==> src/rtl/pipe_ctrl_pkg.sv <==
// Shared types and constants for the pipeline stall/flush/redirect arbiter.
package pipe_ctrl_pkg;

  localparam int unsigned PcWDefault     = 9;
  localparam int unsigned FlushCyclesMax = 7;

  typedef enum logic [2:0] {
    StRun      = 3'd0,
    StLuStall  = 3'd1,
    StMemWait  = 3'd2,
    StRedirect = 3'd3,
    StDrain    = 3'd4,
    StHalted   = 3'd5
  } pipe_state_e;

endpackage

==> src/rtl/drain_counter.sv <==
// Down-counter for the wrong-path drain window: load, decrement, freeze and a
// flag for the last remaining cycle. Never wraps below zero.
module drain_counter #(
  parameter int unsigned Width = 2
) (
  input  logic             clk_i,
  input  logic             rst_ni,
  input  logic             load_i,
  input  logic [Width-1:0] load_val_i,
  input  logic             dec_i,
  input  logic             freeze_i,
  output logic             last_o
);

  logic [Width-1:0] cnt_q, cnt_d;

  always_comb begin
    cnt_d = cnt_q;
    if (load_i) begin
      cnt_d = load_val_i;
    end else if (dec_i && !freeze_i && (cnt_q != '0)) begin
      cnt_d = cnt_q - Width'(1);
    end
  end

  always_ff @(posedge clk_i or negedge rst_ni) begin
    if (!rst_ni) begin
      cnt_q <= '0;
    end else begin
      cnt_q <= cnt_d;
    end
  end

  assign last_o = (cnt_q == Width'(1));

endmodule

==> src/rtl/pipeline_control_arbiter.sv <==
// Central stall/flush/redirect arbiter: resolves EX, ID and data-memory requests
// by fixed priority into one consistent set of pipeline register controls.
module pipeline_control_arbiter
  import pipe_ctrl_pkg::*;
#(
  parameter int unsigned PC_W         = PcWDefault,
  parameter int unsigned FLUSH_CYCLES = 3
) (
  input  logic            clk,
  input  logic            reset,
  input  logic            br_req,
  input  logic [PC_W-1:0] br_target,
  input  logic            lu_hazard,
  input  logic            mem_wait,
  input  logic            halt_req,
  input  logic            resume,
  output logic            stall_if,
  output logic            stall_id,
  output logic            stall_ex,
  output logic            flush_id,
  output logic            flush_ex,
  output logic            pc_load,
  output logic [PC_W-1:0] pc_target,
  output logic            halted,
  output logic [2:0]      state_o
);

  localparam int unsigned CntW = $clog2(FLUSH_CYCLES + 1);

  pipe_state_e     state_q, state_d;
  logic [PC_W-1:0] tgt_q, tgt_d;
  logic            pend_q, pend_d;
  logic            cnt_load, cnt_dec, cnt_last;

  drain_counter #(
    .Width (CntW)
  ) u_drain_counter (
    .clk_i      (clk),
    .rst_ni     (reset),
    .load_i     (cnt_load),
    .load_val_i (CntW'(FLUSH_CYCLES - 1)),
    .dec_i      (cnt_dec),
    .freeze_i   (mem_wait),
    .last_o     (cnt_last)
  );

  always_comb begin
    state_d  = state_q;
    tgt_d    = tgt_q;
    pend_d   = pend_q;
    cnt_load = 1'b0;
    cnt_dec  = 1'b0;
    stall_if = 1'b0;
    stall_id = 1'b0;
    stall_ex = 1'b0;
    flush_id = 1'b0;
    flush_ex = 1'b0;
    pc_load  = 1'b0;
    halted   = 1'b0;

    case (state_q)
      StRun: begin
        if (br_req) tgt_d = br_target;
        if (halt_req) begin
          state_d = StHalted;
        end else if (mem_wait) begin
          state_d = StMemWait;
        end else if (br_req) begin
          state_d = StRedirect;
        end else if (lu_hazard) begin
          state_d = StLuStall;
        end
      end
      StLuStall: begin
        stall_if = 1'b1;
        stall_id = 1'b1;
        flush_ex = 1'b1;
        state_d  = mem_wait ? StMemWait : StRun;
      end
      StMemWait: begin
        stall_if = 1'b1;
        stall_id = 1'b1;
        stall_ex = 1'b1;
        // EX is held, so a branch seen here is remembered until memory releases.
        if (mem_wait) begin
          if (br_req && !pend_q) begin
            pend_d = 1'b1;
            tgt_d  = br_target;
          end
        end else begin
          pend_d  = 1'b0;
          state_d = pend_q ? StRedirect : StRun;
        end
      end
      StRedirect: begin
        pc_load  = 1'b1;
        flush_id = 1'b1;
        flush_ex = 1'b1;
        stall_ex = 1'b1;
        cnt_load = 1'b1;
        state_d  = (FLUSH_CYCLES > 1) ? StDrain : StRun;
      end
      StDrain: begin
        flush_id = 1'b1;
        flush_ex = 1'b1;
        stall_if = mem_wait;
        if (!mem_wait) begin
          cnt_dec = 1'b1;
          if (cnt_last) state_d = StRun;
        end
      end
      StHalted: begin
        stall_if = 1'b1;
        stall_id = 1'b1;
        stall_ex = 1'b1;
        halted   = 1'b1;
        if (resume) state_d = StRun;
      end
      default: state_d = StRun;
    endcase
  end

  always_ff @(posedge clk or negedge reset) begin
    if (!reset) begin
      state_q <= StRun;
      tgt_q   <= '0;
      pend_q  <= 1'b0;
    end else begin
      state_q <= state_d;
      tgt_q   <= tgt_d;
      pend_q  <= pend_d;
    end
  end

  assign pc_target = tgt_q;
  assign state_o   = state_q;

  a_pc_load_pulse : assert property (@(posedge clk) disable iff (!reset) pc_load |=> !pc_load);
  a_state_legal   : assert property (@(posedge clk) disable iff (!reset) state_q <= StHalted);

endmodule

==> config.mk <==
export PLATFORM = sky130hd
export DESIGN_NAME = pipeline_control_arbiter
export DESIGN_NICKNAME = d
export VERILOG_FILES = /design/src/rtl/pipe_ctrl_pkg.sv /design/src/rtl/drain_counter.sv /design/src/rtl/pipeline_control_arbiter.sv
export SDC_FILE = /design/constraint.sdc
export NUM_CORES = 1
export LEC_CHECK = 0
export ABC_AREA = 1
export BUFFER_PORTS_ARGS = -buffer_cell sky130_fd_sc_hd__buf_2
export CORE_UTILIZATION = 45
export CTS_CLUSTER_DIAMETER = 200
export DETAILED_ROUTE_END_ITERATION = 16
export HOLD_SLACK_MARGIN = 0.08
export PLACE_DENSITY = 0.75
export SYNTH_ARGS = -nofsm -noshare
export SYNTH_HDL_FRONTEND = slang
export SYNTH_HIERARCHICAL = 1
export SYNTH_SLANG_ARGS = --single-unit
==> constraint.sdc <==
create_clock -name clk -period 1.6 [get_ports clk]
set_input_delay 0.32 -clock clk [delete_from_list [all_inputs] [get_ports clk]]
set_output_delay 0.32 -clock clk [all_outputs]
set_load 0.01 [all_outputs]
==> run metrics <==
global route total overflow=0; Syn Std Cell Area=around 900 um^2; Clock transition at path regs=100 ps; commonest non-fill, non-tap cells in the layout=nand2_1, buf_2, nand3_1; cell count after synthesis=roughly 130; commonest non-fill, non-tap cell in the layout=nand2_1; Mapped Avg Cell Area=7.017 um^2; CTS root buffer=clkbuf_4; Synth top area share=between 40% and 50%; reg2reg setup slack=~150 ps; WHS Endpoint=pc_target[0]; Max Cap Viol=0; synth unique cells=17; fillers=144; syn nets=between 100 and 150; Area Growth Syn to Fin=37.95%; Worst Reg-to-Reg Cells=7; placed insts=roughly 190; DIE HEIGHT=46.15 um; DRT iter0 DRCs=30; CP endpoint kind=output port; Max Transition Viols Final=0; data arrival time of the worst path=about 1300 ps; RSZ-0062 raised after global routing=true; violated checks=negative setup slack; CP Launch Type=flip-flop; reg-to-reg endpoint=pc_target[6]; fmax=slightly above 600 MHz; Final Skew=around 11 ps; Final period util=102.1%; final instance area=around 1200 um^2; peak supply drop=around 1200 uV; vias per cell=between 4 and 5; vias in the first global route=763; Routed WL=roughly 2.0 mm; fin nets=between 150 and 200; Num Clock Sinks=15; dpl cell area=between 1000 and 1500 um^2; pwr dens=~2000 nW/um^2; largest net degree at the start of global routing=16; wire per inst=roughly 10 um; min cycle time layout=between 1500 and 2000 ps; Critical Path Fanout Max=8; dominant cell type by area after synthesis=dfrtp_1; Hold Startpoint=br_target[0]; final hold viol count=0; layout cells sized above 1=35.88%; initial antenna violation count=0; worst hold path stage count=3; min-delay worst type=in -> reg; reg2reg start=state_o[1]; first-pass GRT wire length=3.153 mm; Final HPWL DP=roughly 1.5 mm; Yosys reg bits=15; Starting Density=about half; final cell count without fillers=195; io pins=35; status=complete, but fails checks; # H-tree levels=1; Max Buffers Root-to-Sink=2; Setup CP Type=reg -> out; Post-route DRC=0; Post-Route Setup TNS=-60.13 ps; CP Data Required Time=1280 ps; Num CTS Buffers=3; Diodes inserted=0; Synth area leaders=dfrtp_1, nand2_1, nand3_1; Detailed Routing Iterations Pass 1=4; slack of the critical path=-33.62 ps; site row count=15; core footprint=approximately 1800 um^2; YS warnings=6; CTS tree=built; final setup vio count=3; DIE AREA=2130 um^2; Die X=between 40 and 50 um; GRT Util Overall=between 20% and 30%; Static Leak=0.7086 nW; post-route ant nets=0; worst skew pair latency=approximately 300 ps; sequential share of the synthesized area=a little over two fifths; port bufs=34; DR vias=between 900 and 1000; global placement routability congestion=roughly 0.90
## cells in the mapped netlist (all sizes together)
master and n:
a21oi 3, conb 2, dfrtp 15, ha 2, inv 18, nand2 42
nand3 18, nand3b 1, nand4 2, nor2 16, o211ai 1, o21ai 4
o21bai 1
## layer usage
metal  track usage, %  up-vias  part of all wire [%]
li1                 -      479                     -
met1            26.70      422                    44
met2            33.52       27                    50
met3            6.275        2                   5.6
met4            5.294        0                  0.64
met5                0        -                     0
## flip-flops by register name, indices dropped and copies added (netlist names)
register and cells:
pend_q 1, state_o 3, pc_target 9, u_drain_counter/cnt_q 2
## repair_timing
| item | CTS | global route |
|---|---|---|
| gates resized for setup | 8 | 11 |
| setup endpoints to repair | 5 | 5 |
| gates cloned | 0 | 0 |
| buffers inserted | 3 | 2 |
| pin swaps | 1 | 3 |
| hold buffers | 1 | 0 |
| hold endpoints to repair | 15 | 0 |
## stage by stage
step,total power (W),worst slack (ps),util (%),hold slack (ps)
final,0.002364,-33.62,67.86,248.2
after global routing,0.002586,-106.1,67.86,259.2
after CTS,0.002251,-51.35,65.12,246.1
after detailed placement,0.001944,150.6,60.91,241.8
after global placement,0.001918,151.6,60.91,235.6
after floorplan,0.001528,1.780,-,24.41
## cell type report
type | count | area (um^2) | area share (%)
clock buffers | 3 | 22.52 | 1.861
clock inverters | 1 | 5.005 | 0.4137
multi-input cells | 92 | 471.7 | 38.99
flip-flops and latches | 15 | 379.1 | 31.33
inverters | 18 | 75.07 | 6.205
repair buffers | 41 | 225.2 | 18.61
well taps | 25 | 31.28 | 2.585
## cell families (layout without fill, tap and decap cells)
logic type,after synthesis,count (layout),share of synthesized area [%]
adders and majority gates,2,2,2.853
and+or+nand+nor,79,79,38.80
other,2,2,0.8562
buffers and inverters,18,63,7.704
AOI/OAI and AO/OA,9,9,6.990
DFF,15,15,42.80
## critical path, stage by stage, from the launching register on
cell     delay (ps)
dfrtp_2         510
nand2_2         100
nor2_2          130
buf_4           170
buf_2           130
## power breakdown
part           total (W)  switching, W  leakage [nW]  internal (W)
combinational    0.00141      0.000846         0.510      0.000568
sequential      0.000729      0.000156         0.181      0.000573
clock           0.000221      0.000128        0.0177     0.0000932
total            0.00236       0.00113         0.709       0.00123
## worst max path at each step
stage	startpoint	end	depth (start not counted)
final	state_o[1]	pc_load	4
after global routing	state_o[0]	flush_ex	5
after CTS	state_o[0]	stall_if	5
after detailed placement	state_o[2]	flush_ex	6
after global placement	state_o[2]	flush_ex	6
after floorplan	state_o[2]	flush_ex	5
Note: power is estimated with default switching activity, not from simulation.
